--- src/rtl/mac_seq_ctrl.sv ---
// Control sequencer for the MAC datapath: clears ACC, walks operand memories for len terms,
// strobes ACC loads as products arrive, drains the product pipeline, then pulses done.
module mac_seq_ctrl #(
   parameter int unsigned ADDR_W   = 4,
   parameter int unsigned PIPE_LAT = 1
) (
   input  logic              clk,
   input  logic              reset,
   input  logic              start,
   input  logic              abort,
   input  logic [ADDR_W:0]   len,
   output logic              rd_en,
   output logic [ADDR_W-1:0] addr,
   output logic              acc_clr,
   output logic              acc_en,
   output logic              busy,
   output logic              done
);

   typedef enum logic [2:0] {StIdle, StClear, StRun, StDrain, StDone} state_e;

   state_e              state_q, state_d;
   logic [ADDR_W:0]     len_q, len_d;
   logic [ADDR_W-1:0]   cnt_q, cnt_d;
   logic [PIPE_LAT-1:0] pipe_q, pipe_d;
   logic                last_term;

   assign last_term = ({1'b0, cnt_q} == (len_q - (ADDR_W + 1)'(1)));

   // Valid pipeline tracks issued reads so acc_en lines up with each product.
   always_comb begin
      pipe_d    = '0;
      pipe_d[0] = (state_q == StRun);
      for (int i = 1; i < int'(PIPE_LAT); i++) begin
         pipe_d[i] = pipe_q[i-1];
      end
      if (abort) begin
         pipe_d = '0;
      end
   end

   always_comb begin
      state_d = state_q;
      len_d   = len_q;
      cnt_d   = cnt_q;
      unique case (state_q)
         StIdle: begin
            if (start && !abort) begin
               state_d = StClear;
               len_d   = len;
               cnt_d   = '0;
            end
         end
         StClear: begin
            state_d = (len_q == '0) ? StDone : StRun;
         end
         StRun: begin
            // Hold the counter on the last term so a full-length run never wraps.
            if (last_term) begin
               state_d = StDrain;
            end else begin
               cnt_d = cnt_q + 1'b1;
            end
         end
         StDrain: begin
            if (pipe_d == '0) begin
               state_d = StDone;
            end
         end
         StDone: begin
            state_d = StIdle;
         end
         default: begin
            state_d = StIdle;
         end
      endcase
      if (abort && (state_q != StIdle)) begin
         state_d = StIdle;
      end
   end

   always_ff @(posedge clk or negedge reset) begin
      if (!reset) begin
         state_q <= StIdle;
         len_q   <= '0;
         cnt_q   <= '0;
         pipe_q  <= '0;
      end else begin
         state_q <= state_d;
         len_q   <= len_d;
         cnt_q   <= cnt_d;
         pipe_q  <= pipe_d;
      end
   end

   assign rd_en   = (state_q == StRun);
   assign addr    = cnt_q;
   assign acc_clr = (state_q == StClear);
   assign acc_en  = pipe_q[PIPE_LAT-1];
   assign busy    = (state_q == StClear) || (state_q == StRun) || (state_q == StDrain);
   assign done    = (state_q == StDone);

endmodule
--- config.mk ---
export PLATFORM = sky130hd
export DESIGN_NAME = mac_seq_ctrl
export DESIGN_NICKNAME = d
export VERILOG_FILES = /design/src/rtl/mac_seq_ctrl.sv
export SDC_FILE = /design/constraint.sdc
export NUM_CORES = 1
export LEC_CHECK = 0
export ABC_CLOCK_PERIOD_IN_PS = 4300
export BUFFER_PORTS_ARGS = -buffer_cell sky130_fd_sc_hd__buf_2
export CELL_PAD_IN_SITES_DETAIL_PLACEMENT = 2
export CELL_PAD_IN_SITES_GLOBAL_PLACEMENT = 2
export CORE_MARGIN = 2
export CORE_UTILIZATION = 34
export DETAILED_ROUTE_END_ITERATION = 10
export PLACE_DENSITY = 0.89
export REMOVE_ABC_BUFFERS = 1
export SLEW_MARGIN = 0
export SYNTH_ARGS = -nofsm -noshare
export SYNTH_HDL_FRONTEND = slang
export SYNTH_SLANG_ARGS = --single-unit
--- constraint.sdc ---
create_clock -name clk -period 4.3 [get_ports clk]
set_input_delay 0 -clock clk [delete_from_list [all_inputs] [get_ports clk]]
set_output_delay 0 -clock clk [all_outputs]
set_load 0.02 [all_outputs]
==> out/results.ini <==
[status]
status=complete, no violations

[pwr]
power_uw=458.0
p_per_area_mw_per_mm2=495.3
leakage_nw=0.4296
irDropWorstVdd_mv=0.2347

[timing]
finalCritPeriodShare_pct=56.66
worst_slew_pin_slew_ps=457.4
fin_crit_ps=2437
clock_skew_ps=4.638
whs_ps=82.90
hold_viol_final=0
setup_tns_ps=0
max_clock_freq_ghz=0.4104
setup_violations=0
worst_slack_ps=1863
relSlewSlack_pct=69.51
drv_slew=0
rsz0062_at_grt=no

[global_route]
grtUsageMet2_pct=34.65
grt_pass1_vias=675
overflow=0
antenna_found_initial=0
grt_use_met1_pct=21.29
met3_usage_pct=5.357
gr-max-usage-layer=met2
grt_pass1_wl_mm=3.519
grt_util_all_layers_pct=19.61
grt_max_degree=14

[worst_setup_path]
startpoint=len_q[0]$_DFFE_PN0P_
reg2reg_from=len_q[0]$_DFFE_PN0P_
end_kind=flop
reg2reg_depth=7
path_class=flop to flop
critPathMaxFanout=6
cp-start-kind=flop
cp_cell_sequence=inv_1 > ha_1 > o21ba_1 > a221o_1 > a2111oi_4 > nor4b_1 > a311o_1
cp-endpoint=addr[2]$_DFFE_PN0P_
max_stage_delay_ps=520
critPathArrivalTime_ps=2610
cp_top_family=compound AO/OA/AOI/OAI gates
r2r_setup_slack_ps=1860
critical_path_depth=7
crit_path_top_delay_cell=a2111oi_4
r2r_end=addr[2]$_DFFE_PN0P_
cp.required_ps=4480
worst-path-buf-inv=1

[logic_synthesis]
syn_area_per_cell_sq_um=10.98
async_reset_ff_share_pct=100.0
synth_area_leaders=dfrtp_1 45%, mux2_2 7.8%, xnor2_1 6.0%
yosysTopAreaCellShare_pct=44.91
yosys_warnings=0
synth_top_cell_by_area=dfrtp_1
yosysUniqueCellTypes=27
syn-instance-count=66
syn_area_sq_um=724.4
synth-edff-count=0
synth-seq-cells=13
ys.flop_type=dfrtp_1
ys_seq_area_share_pct=44.91

[detailed_routing]
vias_per_cell=5.345
antenna_left=0
first_pass_iters=3
vias=636
drc=0
drtIter0Drc=4
wl_per_cell_um=18.32
postRouteWirelength_mm=2.180

[clocking]
cts_buffers=3
clk_pin_slew_ps=90
tritoncts=done
clk-insertion-delay-late_ps=290
cts_max_path_buffers=2
clock_sinks=13
clockRootBuffer=clkbuf_4
htree_levels=1
postCtsResizedCells=0
cts_setup_buffers=0

[place]
io_buffers=17
dp_hpwl_mm=1.424
dpl.cell_count=108
dpl_cell_area_sq_um=828.3
pre_cts_ws_ps=1933
gp_congestion=0.7730

[cells_and_area]
final_cell_area_sq_um=924.6
area_delta_synth_final_pct=27.63
drive_gt1_share_pct=28.26
diodes=0
final_cell_mix=17 x buf_2, 13 x dfrtp_1, 7 x dlygate4sd3_1
final_common_cell=buf_2
finalNetCount=104
final_cells=119
utilization_pct=46.65

[worst_hold_path]
hold_class=primary input to flop

[floorplanning]
die_width_um=50.16
die-area_sq_mm=0.002516
die_h_um=50.16
row_count=16
pin_count=18
core_sq_mm=0.001982
start_util_pct=36.55

[run]
drv_cap=0

==> metal layers <==
layer | share of wire, % | vias to the layer above | wire length (um)
met2 | 53 | 19 | 1161
met1 | 39 | 320 | 846
met5 | 0 | - | 0
li1 | - | 290 | -
met3 | 5.6 | 7 | 121
met4 | 2.4 | 0 | 52
==> layout make-up <==
| class | instances | area, sq um |
|---|---|---|
| fill | 216 | 1057 |
| clock buffer | 4 | 26.28 |
| inverter | 5 | 18.77 |
| multi-input combinational | 46 | 365.4 |
| sequential | 13 | 325.3 |
| timing repair buffer | 24 | 155.1 |
| tap | 27 | 33.78 |
==> kinds of logic after synthesis <==
family,Yosys count,synth area share (%)
and+or+nand+nor,22,16.75
DFF,13,44.90
AOI/OAI and AO/OA,10,13.64
buffers and inverters,7,4.663
muxes,7,10.53
xor gates and xnor gates,5,6.045
adders and majority gates,2,3.454
==> sequential cells by signal, summed over array words and instances, names as in the netlist <==
register	flops
acc_en	1
addr	4
len_q	5
state_q	3
==> report_power, final <==
part / switching, mW / leakage (nW) / internal (mW)
registers: 0.0417 / 0.167 / 0.149
logic: 0.105 / 0.247 / 0.0813
clock network: 0.0455 / 0.0150 / 0.0361
==> Yosys cell counts (2+ instances only) <==
cell and number:
inv_1 5, xnor2_1 5, dfrtp_1 13, nor4_1 2, mux2_2 5, nor3b_1 2
nand3_1 3, mux2i_1 2, a311o_1 2, nor3_1 2, ha_1 2, o211ai_1 2
o21ai_0 2, nor2_1 6
==> repair_timing <==
| item | in CTS | in global routing |
|---|---|---|
| endpoints found under the hold margin | 21 | 0 |
| endpoints found under the setup margin | 0 | 0 |
| hold buffers | 7 | 0 |
==> worst min path at each step <==
stage | from | endpoint | slack, ps | cells after the start
after floorplan | reset | acc_en$_DFF_PN0_ | -300 | 0
after CTS | start | state_q[0]$_DFFE_PN0P_ | 60 | 3
after global placement | reset | acc_en$_DFF_PN0_ | -100 | 1
final | start | state_q[0]$_DFFE_PN0P_ | 80 | 3
after detailed placement | reset | state_q[0]$_DFFE_PN0P_ | -80 | 1
after global routing | start | state_q[0]$_DFFE_PN0P_ | 90 | 3
==> tightest hold or removal path, stage by stage <==
cell and delay, ps:
buf_2 110, mux2i_1 160, nor4_1 60
No activity file was read; power rests on OpenSTA's default activity.
